<file path="config.mk">
export PLATFORM = sky130hd
export DESIGN_NAME = aes_block_sched
export DESIGN_NICKNAME = d
export VERILOG_FILES = /design/src/rtl/aes_block_sched.sv
export SDC_FILE = /design/constraint.sdc
export NUM_CORES = 1
export LEC_CHECK = 0
export BUFFER_PORTS_ARGS = -buffer_cell sky130_fd_sc_hd__buf_2
export CELL_PAD_IN_SITES_DETAIL_PLACEMENT = 1
export CELL_PAD_IN_SITES_GLOBAL_PLACEMENT = 1
export CORE_MARGIN = 3
export CORE_UTILIZATION = 47
export DETAILED_ROUTE_END_ITERATION = 7
export HOLD_SLACK_MARGIN = 0.03
export PLACE_DENSITY = 0.85
export SLEW_MARGIN = 30
export SYNTH_ARGS = -nofsm -noshare
export SYNTH_HDL_FRONTEND = slang
export SYNTH_SLANG_ARGS = --single-unit
</file>
<file path="constraint.sdc">
create_clock -name clk -period 5.95 [get_ports clk]
set_clock_uncertainty 0.2 [all_clocks]
set_input_delay 0.2975 -clock clk [delete_from_list [all_inputs] [get_ports clk]]
set_output_delay 0.2975 -clock clk [all_outputs]
set_load 0.1 [all_outputs]
</file>
<file path="src/rtl/aes_block_sched.sv">
// AES block scheduler.
// Streams a job of 1..16 sixteen-byte blocks from RAM port A through an external AES core
// and writes the results back through RAM port B. Reads, AES processing and writes of one
// block complete strictly before the next block starts, so overlapping source and
// destination ranges behave as a block-by-block in-place transform.
module aes_block_sched #(
  parameter int unsigned TIMEOUT = 255
) (
  input  logic         clk,
  input  logic         rst_n,
  input  logic         start,
  input  logic [3:0]   nblk,
  input  logic [7:0]   src_base,
  input  logic [7:0]   dst_base,
  input  logic         kdone,
  output logic [7:0]   ram_addra,
  input  logic [7:0]   ram_douta,
  output logic [7:0]   ram_addrb,
  output logic [7:0]   ram_dinb,
  output logic         ram_web,
  output logic [127:0] aes_din,
  output logic         aes_ld,
  input  logic [127:0] aes_dout,
  input  logic         aes_valid,
  output logic         busy,
  output logic         done,
  output logic         err
);

  // Timeout counter holds "cycles since aes_ld"; wide enough to represent TIMEOUT.
  localparam int unsigned TmoW = (TIMEOUT < 2) ? 1 : $clog2(TIMEOUT + 1);
  // Abort is taken on the cycle whose successor count would reach TIMEOUT, so the
  // done/err pulse appears exactly TIMEOUT cycles after aes_ld.
  localparam logic [TmoW-1:0] TmoLast = TmoW'(TIMEOUT - 1);

  localparam logic [2:0] StIdle    = 3'd0;
  localparam logic [2:0] StWaitKey = 3'd1;
  localparam logic [2:0] StFetch   = 3'd2;
  localparam logic [2:0] StLoad    = 3'd3;
  localparam logic [2:0] StWaitAes = 3'd4;
  localparam logic [2:0] StStore   = 3'd5;
  localparam logic [2:0] StNext    = 3'd6;

  logic [2:0]      state_q, state_d;
  logic [3:0]      nblk_q;
  logic [7:0]      src_q;
  logic [7:0]      dst_q;
  logic [3:0]      blk_q, blk_d;
  logic [4:0]      cnt_q, cnt_d;
  logic [TmoW-1:0] tmo_q, tmo_d;
  logic [127:0]    din_q;
  logic [127:0]    res_q;
  logic            done_q, done_d;
  logic            err_q, err_d;
  logic            latch_job;
  logic            res_ld;
  logic [3:0]      cap_idx;

  // Byte arriving this cycle belongs to the address issued one cycle earlier;
  // at cnt_q == 16 the low nibble is 0 and the subtraction wraps to byte 15.
  assign cap_idx = cnt_q[3:0] - 4'd1;

  // Next-state and sequencing decisions.
  always_comb begin
    state_d   = state_q;
    blk_d     = blk_q;
    cnt_d     = cnt_q;
    tmo_d     = tmo_q;
    done_d    = 1'b0;
    err_d     = err_q;
    latch_job = 1'b0;
    res_ld    = 1'b0;
    unique case (state_q)
      StIdle: begin
        if (start) begin
          latch_job = 1'b1;
          err_d     = 1'b0;
          blk_d     = 4'd0;
          cnt_d     = 5'd0;
          state_d   = StWaitKey;
        end
      end
      StWaitKey: begin
        if (kdone) begin
          cnt_d   = 5'd0;
          state_d = StFetch;
        end
      end
      StFetch: begin
        // cnt 0..15 issue addresses, cnt 1..16 capture bytes: 17 cycles in total.
        if (cnt_q == 5'd16) begin
          cnt_d   = 5'd0;
          state_d = StLoad;
        end else begin
          cnt_d = cnt_q + 5'd1;
        end
      end
      StLoad: begin
        tmo_d   = TmoW'(1);
        state_d = StWaitAes;
      end
      StWaitAes: begin
        if (aes_valid) begin
          res_ld  = 1'b1;
          cnt_d   = 5'd0;
          state_d = StStore;
        end else if (tmo_q >= TmoLast) begin
          err_d   = 1'b1;
          done_d  = 1'b1;
          state_d = StIdle;
        end else begin
          tmo_d = tmo_q + TmoW'(1);
        end
      end
      StStore: begin
        if (cnt_q == 5'd15) begin
          cnt_d   = 5'd0;
          state_d = StNext;
        end else begin
          cnt_d = cnt_q + 5'd1;
        end
      end
      StNext: begin
        if (blk_q == nblk_q) begin
          done_d  = 1'b1;
          state_d = StIdle;
        end else begin
          blk_d   = blk_q + 4'd1;
          cnt_d   = 5'd0;
          state_d = StFetch;
        end
      end
      default: begin
        state_d = StIdle;
      end
    endcase
  end

  // Control state, counters and status flags.
  always_ff @(posedge clk or negedge rst_n) begin
    if (!rst_n) begin
      state_q <= StIdle;
      blk_q   <= 4'd0;
      cnt_q   <= 5'd0;
      tmo_q   <= '0;
      done_q  <= 1'b0;
      err_q   <= 1'b0;
    end else begin
      state_q <= state_d;
      blk_q   <= blk_d;
      cnt_q   <= cnt_d;
      tmo_q   <= tmo_d;
      done_q  <= done_d;
      err_q   <= err_d;
    end
  end

  // Job parameters, captured only when a start is accepted.
  always_ff @(posedge clk or negedge rst_n) begin
    if (!rst_n) begin
      nblk_q <= 4'd0;
      src_q  <= 8'h00;
      dst_q  <= 8'h00;
    end else if (latch_job) begin
      nblk_q <= nblk;
      src_q  <= src_base;
      dst_q  <= dst_base;
    end
  end

  // Input block assembly; held stable from LOAD until the next FETCH overwrites it.
  always_ff @(posedge clk or negedge rst_n) begin
    if (!rst_n) begin
      din_q <= '0;
    end else if (state_q == StFetch && cnt_q != 5'd0) begin
      din_q[{cap_idx, 3'b000} +: 8] <= ram_douta;
    end
  end

  // AES result register, loaded only while waiting for the core.
  always_ff @(posedge clk or negedge rst_n) begin
    if (!rst_n) begin
      res_q <= '0;
    end else if (res_ld) begin
      res_q <= aes_dout;
    end
  end

  // RAM port drive; addresses are idle at 0x00 outside their active states.
  always_comb begin
    ram_addra = 8'h00;
    ram_addrb = 8'h00;
    ram_dinb  = 8'h00;
    ram_web   = 1'b0;
    // {blk, i} is 16*blk + i; the 8-bit add wraps modulo 256.
    if (state_q == StFetch && !cnt_q[4]) begin
      ram_addra = src_q + {blk_q, cnt_q[3:0]};
    end
    if (state_q == StStore) begin
      ram_web   = 1'b1;
      ram_addrb = dst_q + {blk_q, cnt_q[3:0]};
      ram_dinb  = res_q[{cnt_q[3:0], 3'b000} +: 8];
    end
  end

  assign aes_din = din_q;
  assign aes_ld  = (state_q == StLoad);
  assign busy    = (state_q != StIdle);
  assign done    = done_q;
  assign err     = err_q;

endmodule

</file>
==> results.yml <==
synth:
  synthSimpleGateAreaFrac_pct: 8.83
  ys_seq_area_share_pct: 53.7
  synth_area_mm2: 0.0139
  ys_async_sr_fraction_pct: 100
  yosys_warnings: 0
  ys_ff_latch: 298
  dominantRegCellSynth: "dfrtp_1"
  yosys-top-cells-count: "dfrtp_1 (298), mux2_2 (230), nand2_1 (58)"
  synthCells: 1033
  synthXorXnorAreaFrac_pct: 1.31
  ys_types: 57
  synthesis.nets: 1221
  synth_top_family_by_area: "multiplexers"
  synth.area.mux_share_pct: 27.2
  synth_compound_area_share_pct: 4.23
  avgSynthCellArea_um2: 13.4
  netlist_top_cells_area: "dfrtp_1 (54%), mux2_2 (19%), mux4_2 (6.5%)"
  synth_edf_count: 0
  synth_top_area_share_pct: 53.7
  synth.largest_area_cell: "dfrtp_1"
  synthAdderAreaFrac_pct: 2.54
  yosysMostFrequentCell: "dfrtp_1"
setup_path:
  cp_data_arrival_time_ns: 3.46
  reg2reg_from: "cnt_q[0]"
  critPathCaptureType: "primary output"
  critPathKind: "flip-flop to primary output"
  required_ns: 5.45
  worst-path-max-fanout: 33
  startpoint: "cnt_q[0]"
  worstSetupStartpointType: "flip-flop"
grt:
  track_usage_pct: 32.8
  grt_pass1_vias: 12500
  antenna_found_initial: 7
  grt_max_degree: 127
  globalRouteOverflowTotal: 0
  grt_pass1_wl_um: 77600
sta:
  tns_ns: 0
  slew_headroom_pct: 31.4
  finalMaxSlewViolations: 0
  holdWs_ns: 0.0467
  period_needed_ns: 3.96
  hold_viol: 0
  post-route-period-util_pct: 66.5
  setup_viol: 0
  worst_slew_pin_slew_ns: 1.02
  max_freq_mhz: 253
  rsz0062_at_grt: "no"
floorplanning:
  start_util_pct: 48.0
  row_count: 62
  core_mm2: 0.0289
  num_io_pins: 318
  die_area_mm2: 0.0317
  die_h_um: 178
  die_x_um: 178
detailed_routing:
  drcViolationCount: 0
  first_iter_violations: 762
  num_vias: 10900
  wirelength_um: 52000
  drt-vias-per-instance: 5.70
  ant_nets: 0
  dr.pass1.iters: 5
  wl_per_cell_um: 27.1
cells_and_area:
  layout-drive-gt1-share_pct: 44.3
  syn2layout_area_growth_pct: 34.3
  final_nets: 1690
clock_tree:
  postCtsHoldBufs: 157
  cts_buffer_depth: 3
  clockRootBuffer: "clkbuf_16"
  cts_sinks: 298
  cts.reportedPaths.clkPinSlew_ns: 0.07
  clock_latency_ns: 0.49
  cts_tree: "yes"
  cts_inserted_buffers: 35
  htreeDepth: 2
  cts_resized: 0
  cts_setup_buffers: 0
min_path:
  hp-class: "primary input to flip-flop"
  hp-start: "ram_douta[2]"
job:
  cap_violations: 0
placed_design:
  dp_hpwl_um: 29600
  gp_congestion: 0.788
  port_buffers: 317
power:
  ir_drop_uv: 235
  p_per_area_mw_per_mm2: 568
  p_leak_nw: 8.95
run_status:
  status: "complete, no violations"
==> cell type report <==
| type | count | area, um^2 |
|---|---|---|
| diodes | 7 | 17.5 |
| clock buffers | 52 | 1060 |
| clock inverters | 10 | 129 |
| fillers | 2878 | 10300 |
| inverters | 28 | 105 |
| multi-input cells | 656 | 6140 |
| flip-flops and latches | 298 | 7460 |
| well taps | 384 | 480 |
| repair buffers | 483 | 3250 |
==> registers in the layout (all words and copies together) (netlist names) <==
register / cells
done: 1
src_q: 8
blk_q: 4
res_q: 128
cnt_q: 5
dst_q: 8
state_q: 3
tmo_q: 8
err: 1
aes_din: 128
nblk_q: 4
==> stage by stage <==
stage | instance area, um^2 | total power, mW | setup WS [ns] | utilization, % | instances
2_1_floorplan | 13900 | 6.82 | 0.951 | - | 1033
3_3_place_gp | 15900 | 7.72 | 2.50 | 54.8 | 1692
3_5_place_dp | 15900 | 7.96 | 2.47 | 54.8 | 1692
4_1_cts | 18600 | 10.3 | 2.04 | 64.3 | 1911
5_1_grt | 18600 | 11.0 | 1.88 | 64.4 | 1917
6_report | 18700 | 10.6 | 1.99 | 64.5 | 1918
==> cells by family after synthesis <==
logic type | Yosys count
flops | 298
mux | 297
simple gates | 217
compound gates | 96
buf+inv | 79
fa+ha+maj | 27
xor+xnor | 19
==> worst paths after layout <==
check / endpoint / slack [ns] / cells after the start
worst max-delay path: ram_dinb[6] / 1.99 / 5
worst min register to register: aes_din[37] / 0.28 / 2
worst max register to register: aes_din[102] / 2.23 / 8
max in group asynchronous: cnt_q[2] / 4.09 / 3
worst min-delay path: aes_din[2] / 0.05 / 3
min in group asynchronous: aes_din[75] / 0.22 / 2
==> cells in the final DEF, fill, tap and decap left out, drive strengths merged, types with 4 or more instances in the layout <==
| cell type | n |
|---|---|
| o21ai | 42 |
| or3 | 5 |
| clkinv | 6 |
| buf | 326 |
| a31oi | 5 |
| nand4 | 8 |
| mux4 | 40 |
| dfrtp | 298 |
| nand3 | 7 |
| xnor2 | 12 |
| ha | 25 |
| mux2 | 238 |
| dlygate4sd3 | 157 |
| nand2 | 58 |
| a21oi | 13 |
| and2 | 45 |
| nor2 | 30 |
| inv | 29 |
| nand2b | 7 |
| diode | 7 |
| nor3b | 10 |
| nand4b | 4 |
| clkbuf | 52 |
| nor2b | 5 |
| nand3b | 5 |
| o31ai | 11 |
| and3 | 14 |
| xor2 | 7 |
| a21o | 9 |
| mux2i | 19 |
| nor3 | 9 |
==> power by group <==
group / switching (mW) / internal [mW]
logic: 3.37 / 1.59
registers: 0.605 / 2.75
clock network: 0.905 / 1.36
total: 4.88 / 5.70
==> per-layer routing <==
metal  routed length, um  GRT usage [%]  vias to the layer above
li1                    -              -                     4655
met1               18700           36.3                     5652
met2               27200           58.4                      473
met3                2960           6.97                      158
met4                3150           18.0                        0
met5                   0              0                        -
==> critical path, cell delays in order (launching register included) <==
cell     delay [ns]
dfrtp_2        0.52
buf_4          0.64
mux4_2         0.66
mux4_2         0.53
and2_1         0.25
buf_2          0.32
Power figures use the tool's default switching activity.
